### src/rtl/pc_fetch_unit.sv
// pc_fetch_unit: PC sequencer with prioritized redirects (br > jr > eret > irq > j) feeding a prefetch FIFO to decode.
// Latency: an instruction fetched in cycle N is presented on id_* in cycle N+1; a redirect empties id_* for one cycle.
// Backpressure: id_ready low holds the FIFO head; when the FIFO is full and nothing pops, pc holds and no fetch occurs.
// Ports: clk/rst_n (synchronous, active-low); imem_addr/imem_rdata combinational ROM port;
//   id_valid/id_ready/id_instr/id_pc_plus4 decode handoff; br_*/jr_*/j_* redirect requests;
//   irq/eret/epc/in_irq interrupt entry and return; halted/halt_count jump-to-self halt detection.
module pc_fetch_unit #(
  parameter int              XLEN       = 32,
  parameter int              IMEM_AW    = 10,
  parameter int              FIFO_DEPTH = 4,
  parameter logic [XLEN-1:0] RESET_PC   = '0,
  parameter logic [XLEN-1:0] INT_VECTOR = 32'h0000_0100,
  parameter int              HALT_HOLD  = 5
) (
  input  logic                             clk,
  input  logic                             rst_n,
  output logic [IMEM_AW-1:0]               imem_addr,
  input  logic [XLEN-1:0]                  imem_rdata,
  input  logic                             id_ready,
  output logic                             id_valid,
  output logic [XLEN-1:0]                  id_instr,
  output logic [XLEN-1:0]                  id_pc_plus4,
  input  logic                             br_valid,
  input  logic [XLEN-1:0]                  br_target,
  input  logic                             jr_valid,
  input  logic [XLEN-1:0]                  jr_target,
  input  logic                             j_valid,
  input  logic [XLEN-1:0]                  j_target,
  input  logic [XLEN-1:0]                  j_src_pc,
  input  logic                             irq,
  input  logic                             eret,
  output logic [XLEN-1:0]                  epc,
  output logic                             in_irq,
  output logic                             halted,
  output logic [$clog2(HALT_HOLD+1)-1:0]   halt_count
);

  localparam int                AW       = $clog2(FIFO_DEPTH);
  localparam int                HCW      = $clog2(HALT_HOLD + 1);
  localparam logic [AW:0]       FULL_CNT = FIFO_DEPTH[AW:0];
  localparam logic [HCW-1:0]    HALT_MAX = HALT_HOLD[HCW-1:0];

  logic [XLEN-1:0]   pc;
  logic [XLEN-1:0]   pc_plus4;

  // Prefetch buffer: each entry is {instruction, pc+4 of that instruction}.
  logic [2*XLEN-1:0] mem [FIFO_DEPTH];
  logic [AW-1:0]     wr_ptr;
  logic [AW-1:0]     rd_ptr;
  logic [AW:0]       count;
  logic [2*XLEN-1:0] head;
  logic              empty;
  logic              full;

  logic              pop;
  logic              push;
  logic              redirect;
  logic [XLEN-1:0]   redirect_pc;
  logic              take_irq;
  logic              take_eret;
  logic              self_jump;

  assign pc_plus4  = pc + XLEN'(4);
  assign imem_addr = pc[IMEM_AW+1:2];

  assign empty = (count == '0);
  assign full  = (count == FULL_CNT);
  assign head  = mem[rd_ptr];

  assign id_valid    = !empty;
  assign id_instr    = empty ? '0 : head[2*XLEN-1:XLEN];
  assign id_pc_plus4 = empty ? '0 : head[XLEN-1:0];

  assign halted = (halt_count == HALT_MAX);
  assign pop    = id_valid && id_ready;
  // A pop frees a slot in the same cycle, so a full FIFO still streams at one per cycle.
  assign push   = !halted && !redirect && (!full || pop);

  // Redirect arbitration; everything is frozen once halted.
  always_comb begin
    redirect    = 1'b0;
    redirect_pc = pc;
    take_irq    = 1'b0;
    take_eret   = 1'b0;
    self_jump   = 1'b0;
    if (!halted) begin
      if (br_valid) begin
        redirect    = 1'b1;
        redirect_pc = br_target;
      end else if (jr_valid) begin
        redirect    = 1'b1;
        redirect_pc = jr_target;
      end else if (eret && in_irq) begin
        redirect    = 1'b1;
        redirect_pc = epc;
        take_eret   = 1'b1;
      end else if (irq && !in_irq) begin
        redirect    = 1'b1;
        redirect_pc = INT_VECTOR;
        take_irq    = 1'b1;
      end else if (j_valid) begin
        redirect    = 1'b1;
        redirect_pc = j_target;
        self_jump   = (j_target == j_src_pc);
      end
    end
  end

  // Payload storage needs no reset: count gates visibility of every slot.
  always_ff @(posedge clk) begin
    if (push) mem[wr_ptr] <= {imem_rdata, pc_plus4};
  end

  always_ff @(posedge clk) begin
    if (!rst_n) begin
      wr_ptr <= '0;
      rd_ptr <= '0;
      count  <= '0;
    end else if (redirect) begin
      // Flush wins over a same-cycle pop; the popped head was still delivered.
      wr_ptr <= '0;
      rd_ptr <= '0;
      count  <= '0;
    end else begin
      if (push) wr_ptr <= wr_ptr + AW'(1);
      if (pop)  rd_ptr <= rd_ptr + AW'(1);
      case ({push, pop})
        2'b10:   count <= count + (AW+1)'(1);
        2'b01:   count <= count - (AW+1)'(1);
        default: count <= count;
      endcase
    end
  end

  always_ff @(posedge clk) begin
    if (!rst_n) begin
      pc         <= RESET_PC;
      epc        <= '0;
      in_irq     <= 1'b0;
      halt_count <= '0;
    end else begin
      if (redirect)  pc <= redirect_pc;
      else if (push) pc <= pc_plus4;

      // Return to the oldest not-yet-decoded instruction, or to the next fetch if none is buffered.
      if (take_irq) begin
        epc    <= empty ? pc : (head[XLEN-1:0] - XLEN'(4));
        in_irq <= 1'b1;
      end
      if (take_eret) in_irq <= 1'b0;

      if (self_jump && (halt_count != HALT_MAX)) halt_count <= halt_count + HCW'(1);
    end
  end

endmodule

### config.mk
export PLATFORM = sky130hd
export DESIGN_NAME = pc_fetch_unit
export DESIGN_NICKNAME = d
export VERILOG_FILES = /design/src/rtl/pc_fetch_unit.sv
export SDC_FILE = /design/constraint.sdc
export NUM_CORES = 1
export LEC_CHECK = 0
export BUFFER_PORTS_ARGS = -buffer_cell sky130_fd_sc_hd__buf_4
export CORE_MARGIN = 2
export CORE_UTILIZATION = 56
export CTS_BUF_LIST = sky130_fd_sc_hd__clkbuf_16
export CTS_CLUSTER_DIAMETER = 100
export DETAILED_ROUTE_END_ITERATION = 8
export PLACE_DENSITY = 0.8
export SLEW_MARGIN = 20
export SYNTH_ARGS = -nofsm -noshare
export SYNTH_HDL_FRONTEND = slang
export SYNTH_SLANG_ARGS = --single-unit
export TNS_END_PERCENT = 50
### constraint.sdc
create_clock -name clk -period 4.4 [get_ports clk]
set_input_delay 0.22 -clock clk [delete_from_list [all_inputs] [get_ports clk]]
set_output_delay 0.22 -clock clk [all_outputs]
set_load 0.01 [all_outputs]
==> reports/metrics.yaml <==
cells_and_area:
  filler_cell_count: 1918
  final_nets: 1683
  areaGrowthSynthToFinish_pct: 23.81
  ff_latch_area_um2: 9234
  utilization_pct: 70.37
  multi_input_area_um2: 6111
  diodes: 0
  drive_above_1_share_pct: 28.74
min_path:
  hold_start: "irq"
  worstHoldPathType: "in2reg"
floorplanning:
  start_util_pct: 56.83
  design.die.area_um2: 29550
  fp.coreArea_um2: 27780
  die_y_um: 171.9
  dieWidth_um: 171.9
  rows: 61
  ios: 280
sta:
  max_freq_ghz: 0.3040
  rsz0062_at_grt: "no"
  fin_tns_setup_ps: 0
  max-slew-margin-rel_pct: 31.55
  min_period_ps: 3289
  setup_violations: 0
  tightest_slew_ps: 1017
  skew_ps: 11.84
  fin_crit_sh_pct: 74.75
  hold_viol: 0
  slew_violations: 0
cts:
  cts_made_buffers: 35
  cts_setup_buffers: 0
  cts_max_level: 2
  hold_buffers: 32
  cts.sink_count: 333
  cts_tree: "built"
  clkSlewWorstSetupHoldPaths_ps: 60
  clk_latency_ps: 520
  ctsResizeCount: 0
  root_buffer: "clkbuf_16"
  clock_path_buffers: 3
critical_path:
  crit_fanout: 22
  cp_slowest_stage_delay_ps: 620
  crit_type: "reg2out"
  worstSetupEndpointType: "output port"
  crit_path_top_delay_cell: "dfxtp_4"
  cp.required_ps: 4180
  cp.arrival_ps: 3070
  start_kind: "flip-flop"
  cpMostUsedCell: "buf_4"
  path_cells: "buf_4 -> buf_4 -> mux4_2 -> and2_1 -> buf_4"
detailed_routing:
  antenna_left: 0
  via_per_inst: 5.996
  routed_wl_um: 44930
  vias: 11446
  drtPass1Iterations: 6
  wl_per_cell_um: 23.53
  drt_iter0_markers: 1196
  route.detailed.drc: 0
logic_synthesis:
  syn_area_um2: 15790
  synthDistinctLibCells: 63
  synthCells: 1236
  synth.avg_cell_area_um2: 12.77
  ys_ff_latch: 333
  synth_flop_cell: "edfxtp_1"
  synth_async_sr_flop_share_pct: 0
  ys_seq_area_share_pct: 58.45
  synth_edf_count: 256
  syn-num-nets: 1413
  ys.warnings.count: 0
placement:
  place_congestion: 0.9184
  dp_hpwl_um: 30690
  portBuffers: 279
power:
  leakagePower_nw: 7.093
  irDropWorstVdd_v: 0.0004595
  powerDensity_nw_per_um2: 352.3
global_route:
  track_usage_pct: 30.00
  grt_pass1_wl_um: 65550
  grt_overflow: 0
  grt_max_degree: 72
  grt_pass1_vias: 11044
  antenna_found_initial: 0
job:
  maxCapViolCount: 0
status:
  outcome: "completed"
==> layer usage <==
layer  wire [um]  global-route usage (%)  share of wire [%]
met1       17660                   39.56                 39
met2       21240                   49.05                 47
met3        4364                   6.683                9.7
met4        1664                   11.55                3.7
met5           0                       0                  0
==> power by group <==
group          leakage, nW  switching (mW)  internal (mW)
combinational         3.61           0.292          0.253
clock                0.557            1.22           1.63
sequential            2.93          0.0584           3.44
total                 7.09            1.57           5.32
==> state kept, by name (all words and copies together), names as in the netlist, named ones only <==
signal      count
count           3
epc            32
halt_count      3
in_irq          1
mem           256
pc             32
rd_ptr          2
wr_ptr          2
==> worst paths after layout <==
| kind | to | slack, ps | cells past startpoint |
|---|---|---|---|
| setup / recovery | id_instr[14] | 1110 | 5 |
| hold / removal | in_irq | 40 | 3 |
| setup reg to reg | epc[12] | 1320 | 8 |
| hold reg to reg | epc[8] | 490 | 2 |
==> area by class of cell <==
type                            count  area share, %
Sequential cell                   333          47.24
Multi-Input combinational cell    793          31.26
Timing Repair Buffer              329          13.11
Clock buffer                       38          4.864
Tap cell                          378          2.419
Clock inverter                     24         0.8449
Inverter                           14         0.2688
==> synthesized netlist by cell type (3+ instances only) <==
| library cell | n | area [um^2] |
|---|---|---|
| nor3_1 | 17 | 85.08 |
| nor2b_1 | 9 | 56.30 |
| mux4_2 | 55 | 1239 |
| nand4_1 | 12 | 75.07 |
| nor4_4 | 3 | 63.81 |
| buf_1 | 7 | 26.28 |
| ha_1 | 8 | 100.1 |
| or2_2 | 5 | 31.28 |
| nor2_1 | 81 | 304.0 |
| a22oi_1 | 22 | 165.2 |
| a21oi_1 | 42 | 210.2 |
| mux4_1 | 9 | 236.5 |
| o21ai_0 | 44 | 220.2 |
| or3_1 | 6 | 37.54 |
| o31ai_1 | 5 | 37.54 |
| o21ai_1 | 11 | 55.05 |
| clkbuf_1 | 63 | 236.5 |
| dfxtp_1 | 77 | 1541 |
| mux2i_1 | 4 | 40.04 |
| o22ai_1 | 8 | 50.05 |
| o211ai_1 | 21 | 157.7 |
| xor2_1 | 59 | 516.8 |
| buf_2 | 11 | 55.05 |
| a221oi_1 | 9 | 78.83 |
| and3_1 | 12 | 75.07 |
| o211a_1 | 16 | 160.2 |
| nor4_1 | 15 | 93.84 |
| edfxtp_1 | 256 | 7687 |
| and2_1 | 69 | 431.7 |
| inv_1 | 14 | 52.55 |
| a21boi_0 | 3 | 22.52 |
| a211oi_1 | 5 | 37.54 |
| nand3_1 | 22 | 110.1 |
| nand2_1 | 123 | 461.7 |
| or4_1 | 7 | 52.55 |
| buf_4 | 11 | 82.58 |
| nor4_2 | 7 | 87.58 |
| xnor2_1 | 59 | 516.8 |
==> stage by stage <==
step	hold slack, ps	power, mW	instances	area (um^2)	setup slack [ps]
2_1_floorplan	318.9	3.804	1236	15790	469.7
3_3_place_gp	419.4	4.051	1815	18110	1410
3_5_place_dp	423.1	4.066	1815	18110	1306
4_1_cts	21.20	6.894	1909	19550	1031
5_1_grt	74.21	7.083	1909	19550	909.0
6_report	40.29	6.887	1909	19550	1111
==> cells in the final DEF (no fill, tap or decap), types with 44 or more instances in the layout <==
master    instances
buf_4           296
edfxtp_1        256
nand2_1         123
nor2_1           81
dfxtp_1          75
and2_1           66
xnor2_1          59
xor2_1           59
mux4_2           55
o21ai_0          44
==> worst max-delay path: cells and delay by family, from the launching register on <==
family | cells | cell delay (ps)
buffers and inverters | 3 | 1110
flip-flops | 1 | 620
multiplexers | 1 | 570
AND/OR/NAND/NOR | 1 | 210
==> cell families (layout without fill, tap and decap cells) <==
kind of cell / Yosys count / in the layout / share of synthesized area (%)
AOI/OAI and AO/OA: 198 / 198 / 8.234
buffers and inverters: 110 / 405 / 3.130
and+or+nand+nor: 399 / 399 / 13.21
DFF: 333 / 333 / 58.45
muxes: 69 / 69 / 9.668
adders and majority gates: 9 / 9 / 0.7608
xor gates and xnor gates: 118 / 118 / 6.546
Power figures use the tool's default switching activity.
